==> src/rtl/zion_rr_arb_dff_stage.sv <==
// Round-robin arbiter that merges NUM_REQ valid/ready requesters into one
// shared registered output stage carrying data, valid and the source index.
module zion_rr_arb_dff_stage #(
    parameter int              NUM_REQ  = 4,
    parameter int              WIDTH    = 32,
    parameter logic [WIDTH-1:0] INI_DATA = '0,
    localparam int             SRC_W    = $clog2(NUM_REQ)
) (
    input  logic                     clk,
    input  logic                     rst,
    input  logic [NUM_REQ-1:0]       iVld,
    output logic [NUM_REQ-1:0]       iRdy,
    input  logic [NUM_REQ*WIDTH-1:0] iDat,
    output logic                     oVld,
    input  logic                     oRdy,
    output logic [WIDTH-1:0]         oDat,
    output logic [SRC_W-1:0]         oSrc
);

    if (NUM_REQ < 2 || NUM_REQ > 16) begin : gBadNumReq
`ifdef CHECK_ERR_EXIT
        $fatal(1, "zion_rr_arb_dff_stage: NUM_REQ must be within 2..16");
`else
        $error("zion_rr_arb_dff_stage: NUM_REQ must be within 2..16");
`endif
    end

    logic                 oVldQ, oVldD;
    logic [WIDTH-1:0]     oDatQ, oDatD;
    logic [SRC_W-1:0]     oSrcQ, oSrcD;
    logic [SRC_W-1:0]     ptrQ, ptrD;
    logic [SRC_W-1:0]     win;
    logic [SRC_W-1:0]     cand;
    logic                 found;
    logic                 ld;
    logic                 grant;
    logic [WIDTH-1:0]     datArr [NUM_REQ];

    for (genvar k = 0; k < NUM_REQ; k++) begin : gUnpack
        assign datArr[k] = iDat[k*WIDTH +: WIDTH];
    end

    assign ld    = !oVldQ || oRdy;
    assign grant = ld && found;

    // Search starts just past the last winner and wraps, so the previous
    // winner has the lowest priority in the next round.
    always_comb begin
        found = 1'b0;
        win   = '0;
        cand  = '0;
        for (int off = 1; off <= NUM_REQ; off++) begin
            cand = SRC_W'((int'(ptrQ) + off) % NUM_REQ);
            if (!found && iVld[cand]) begin
                found = 1'b1;
                win   = cand;
            end
        end
    end

    always_comb begin
        iRdy = '0;
        if (grant) begin
            iRdy[win] = 1'b1;
        end
    end

    always_comb begin
        oVldD = oVldQ;
        oDatD = oDatQ;
        oSrcD = oSrcQ;
        ptrD  = ptrQ;
        if (grant) begin
            oVldD = 1'b1;
            oDatD = datArr[win];
            oSrcD = win;
            ptrD  = win;
        end else if (oRdy) begin
            oVldD = 1'b0;
        end
    end

    // Pointer resets to the top index so requester 0 is the first winner.
    always_ff @(posedge clk or negedge rst) begin
        if (!rst) begin
            oVldQ <= 1'b0;
            oDatQ <= INI_DATA;
            oSrcQ <= '0;
            ptrQ  <= SRC_W'(NUM_REQ - 1);
        end else begin
            oVldQ <= oVldD;
            oDatQ <= oDatD;
            oSrcQ <= oSrcD;
            ptrQ  <= ptrD;
        end
    end

    assign oVld = oVldQ;
    assign oDat = oDatQ;
    assign oSrc = oSrcQ;

endmodule

==> config.mk <==
export PLATFORM = sky130hd
export DESIGN_NAME = zion_rr_arb_dff_stage
export DESIGN_NICKNAME = d
export VERILOG_FILES = /design/src/rtl/zion_rr_arb_dff_stage.sv
export SDC_FILE = /design/constraint.sdc
export NUM_CORES = 1
export LEC_CHECK = 0
export BUFFER_PORTS_ARGS = -buffer_cell sky130_fd_sc_hd__buf_4
export CORE_ASPECT_RATIO = 1.25
export CORE_MARGIN = 4
export CORE_UTILIZATION = 39
export CTS_CLUSTER_DIAMETER = 200
export DETAILED_ROUTE_END_ITERATION = 16
export GPL_TIMING_DRIVEN = 0
export PLACE_DENSITY = 0.73
export SETUP_SLACK_MARGIN = 0.3
export SLEW_MARGIN = 20
export SYNTH_ARGS = -nofsm -noshare
export SYNTH_HDL_FRONTEND = slang
export SYNTH_SLANG_ARGS = --single-unit
export TNS_END_PERCENT = 1
==> constraint.sdc <==
create_clock -name clk -period 3 [get_ports clk]
set_clock_uncertainty 0.05 [all_clocks]
set_input_delay 0.9 -clock clk [delete_from_list [all_inputs] [get_ports clk]]
set_output_delay 0.9 -clock clk [all_outputs]
set_load 0.02 [all_outputs]
==> implementation parameters <==
Parameter                              Value

Drt
  Final routed DRC violation total ... 0
  Average via count per standard cell ... between 5 and 6
  Antenna-violating nets left ... 0
  Count of routing violations after the opening detailed-route iteration ... 76
  Post-Route WL ... 9880 um
  DR vias ... roughly 2900
  WL per Instance ... roughly 18 um
  Number of detailed-routing iterations run before antenna repair ... 4

Critical path
  Critical path arrival ... 1.88 ns
  Worst path buffer plus inverter count ... 3
  Setup Crit Path Kind ... in2out
  Worst Setup SP ... iVld[3]
  Crit-path leading delay family ... buffers and inverters
  CP max-delay cell ... sky130_fd_sc_hd__mux2i_4
  Cells traversed along the worst timing path ... buf_4 > mux2i_4 > a2bb2oi_4 > buf_6 > o21ai_4 > nor3_4 > buf_6
  Crit Reg-Reg Startpoint ... ptrQ[1]$_DFFE_PN1P_
  Biggest cell delay along the critical path ... about 0.18 ns
  CP Launch Type ... input pin
  Worst-path maximum fanout ... 5
  Data required time at the worst endpoint ... just over 2 ns
  Cell repeated most along the worst path ... sky130_fd_sc_hd__buf_6
  Capturing element type of the critical path ... primary output

Global routing
  Met3 track utilization from global routing ... 5.21%
  Met1 Resource Use GR ... 26.9%
  Aggregate global routing overflow ... 0
  Maximum number of pins on one net before global-route repair ... 38
  Met2 demand-to-capacity share in global routing ... approximately 47%
  Overall fraction of global-route tracks in use ... around a quarter
  Antenna violations before repair ... 0
  Global-route wire length before repair ... roughly 15000 um
  Global routing's busiest layer ... met2
  Via count of the first global-routing pass ... 3119

Yosys
  Count of yosys warnings during synthesis ... 0
  Most frequently used flop master after synthesis ... sky130_fd_sc_hd__dfrtp_1
  Flip-flop and latch count after synthesis ... 37
  Net count after synthesis ... ~400
  Area of the mapped netlist ... ~2600 um2
  Mean Syn Cell Area ... about 10 um2
  Part of the Yosys area used for sequential elements ... a little over a third
  Share of flip-flops with an asynchronous set or reset after synthesis ... 100%
  Distinct cell type count after synthesis ... 35
  Post-synth EDFFs ... 0
  Post-synthesis instance total ... around 260

Outcome
  Run status ... finished, final reports clean

Placed design
  Final RePlAce weighted congestion ... roughly 0.8
  Number of buffers inserted by port buffering ... between 150 and 200
  Post-Place Setup Slack ... -0.265 ns
  Post-detail-place hpwl ... just under 8000 um

Floorplanning
  Number of top-level design ports ... between 150 and 200
  Die W ... slightly above 80 um
  Initial core utilization ... 40.9%
  Die outline area ... just under 8000 um2
  Core region area ... about 6300 um2
  Die Span Y ... 98.7 um
  Number of core rows ... 32

Power and ir drop
  Clock power share ... about 15%
  Total power after layout ... 0.00246 W
  Maximum VDD drop ... ~0.00029 V
  Total power density per cell area ... 565 nW/um2
  Switching power of the nets ... between 0.0009 and 0.001 W
  Int Power ... 0.00150 W
  Logic pwr share ... ~55%
  Net Sw Frac ... between 30% and 40%
  Leak ... 2.06 nW
  Flop pwr share ... ~30%

Timing
  Post-layout minimum cycle time ... between 2 and 3 ns
  Final setup fails ... 0
  Min Hold Slack ... ~0.44 ns
  Headroom to the max-slew limit ... a little over three fifths
  Final hold viol count ... 0
  Share of the cycle needed by the critical path after routing ... between 90% and 100%
  Maximum frequency from static timing analysis ... around 350 MHz
  Actual transition at the worst max-transition pin ... 0.561 ns
  Final slew viol count ... 0
  Final setup margin ... 0.173 ns
  Setup repair after global routing missed its margin ... true

Clock network
  Clock buffer count from CTS ... 5
  Clock root buffer master ... sky130_fd_sc_hd__clkbuf_8
  Deepest level of the CTS H-tree ... 2
  Clock-pin slew of the registers on the worst-case setup and hold paths ... approximately 0.080 ns
  Clock net sink count ... 37
  Longest Clk Path Bufs ... 2
  CTS tree ... done
  Quantity of hold-fixing buffers added after cts ... 0
  Worst-Skew Late Latency ... 0.29 ns

Cells and area
  Layout overhead on the synthesized area ... 69.3%
  Most common library cell in the layout ignoring fill and taps ... sky130_fd_sc_hd__buf_4
  Proportion of layout cells with a drive suffix above 1 ... between 50% and 60%
  Most frequent cells in the layout ... 183 x sky130_fd_sc_hd__buf_4, 35 x sky130_fd_sc_hd__dfrtp_1, 32 x sky130_fd_sc_hd__a211oi_1
  Antenna diode instance count ... 0
  Final net count ... roughly 590

Hold path
  Hold_sp ... oSrc[1]$_DFFE_PN0P_
  Type of the worst min-delay path ... reg2reg

Job
  Max-capacitance violation count ... 0
## logic make-up (layout without fill, tap and decap cells)
logic type	after synthesis	after routing	share of synthesized area, %
buf+inv	25	219	6.43
flops	37	37	36.1
compound gates	107	107	31.9
simple gates	56	56	10.3
mux	33	33	15.3
## worst register-to-register path: stages (launching register included)
cell and delay, ns:
sky130_fd_sc_hd__dfstp_2 0.53, sky130_fd_sc_hd__buf_6 0.13, sky130_fd_sc_hd__mux2i_4 0.27, sky130_fd_sc_hd__buf_4 0.14, sky130_fd_sc_hd__buf_4 0.10, sky130_fd_sc_hd__o2bb2ai_4 0.11, sky130_fd_sc_hd__nor2_8 0.20, sky130_fd_sc_hd__buf_12 0.17
sky130_fd_sc_hd__mux2_4 0.32, sky130_fd_sc_hd__a221o_1 0.32
## layout make-up
| class | instances | area [um2] |
|---|---|---|
| Buffer | 23 | 200 |
| Clock buffer | 7 | 86.3 |
| Timing Repair Buffer | 187 | 1420 |
| Inverter | 2 | 7.51 |
| Fill cell | 542 | 1940 |
| Sequential cell | 37 | 928 |
| Tap cell | 85 | 106 |
| Multi-Input combinational cell | 196 | 1600 |
## metrics by stage
| step | instance area, um2 | util, % | TNS [ns] | cells |
|---|---|---|---|---|
| detailed placement | 4080 | 64.9 | -0.704 | 516 |
| global route | 4350 | 69.2 | 0 | 537 |
| floorplan | 2670 | - | 0 | 258 |
| finish | 4350 | 69.2 | 0 | 537 |
| CTS | 4300 | 68.3 | 0 | 531 |
| global placement | 4080 | 64.9 | -0.612 | 516 |
## synthesized netlist by cell type (9+ instances only)
master,count,share of area (%)
sky130_fd_sc_hd__dfrtp_1,35,34
sky130_fd_sc_hd__a211oi_1,32,9.4
sky130_fd_sc_hd__nor2_1,28,4.1
sky130_fd_sc_hd__mux2i_1,18,7.0
sky130_fd_sc_hd__o21ai_0,16,3.1
sky130_fd_sc_hd__nand3_1,15,2.9
sky130_fd_sc_hd__a21oi_1,14,2.7
sky130_fd_sc_hd__a221o_1,14,5.5
sky130_fd_sc_hd__clkbuf_1,12,1.8
sky130_fd_sc_hd__mux2_4,11,6.4
sky130_fd_sc_hd__a21boi_1,10,2.9
sky130_fd_sc_hd__a21boi_0,9,2.6
## power by group through the flow
stage	Combinational (W)	Sequential [W]	Clock (W)
2_1_floorplan	0.000597	0.000893	0
3_3_place_gp	0.00127	0.000732	0
3_5_place_dp	0.00128	0.000739	0
4_1_cts	0.00134	0.000730	0.000374
5_1_grt	0.00144	0.000748	0.000406
6_report	0.00135	0.000731	0.000371
## per-layer routing
metal  up-vias  share of wire (%)
li1       1367                  -
met1      1381                 36
met2       118                 54
met3        16                7.1
met4         0                2.4
met5         -                  0
## path summary, 6_finish.rpt
path | end | slack (ns) | cells past startpoint
max | iRdy[0] | 0.17 | 7
min | oSrc[1]$_DFFE_PN0P_ | 0.44 | 2
max reg2reg | oDat[28]$_DFFE_PN0P_ | 0.55 | 9
min reg2reg | oSrc[1]$_DFFE_PN0P_ | 0.44 | 2
max in group asynchronous | ptrQ[0]$_DFFE_PN1P_ | 2.01 | 1
min in group asynchronous | oDat[18]$_DFFE_PN0P_ | 0.51 | 1
## state kept, by name, indices dropped and copies added, names as in the netlist
signal	count
oVld	1
oSrc	2
ptrQ	2
oDat	32
## timing repair
item / 4_1_cts / 5_1_grt
setup buffers: 8 / 6
endpoints found under the setup margin: 4 / 6
pin swaps: 3 / 4
gates resized for setup: 15 / 2
Note: power is estimated with default switching activity, not from simulation.
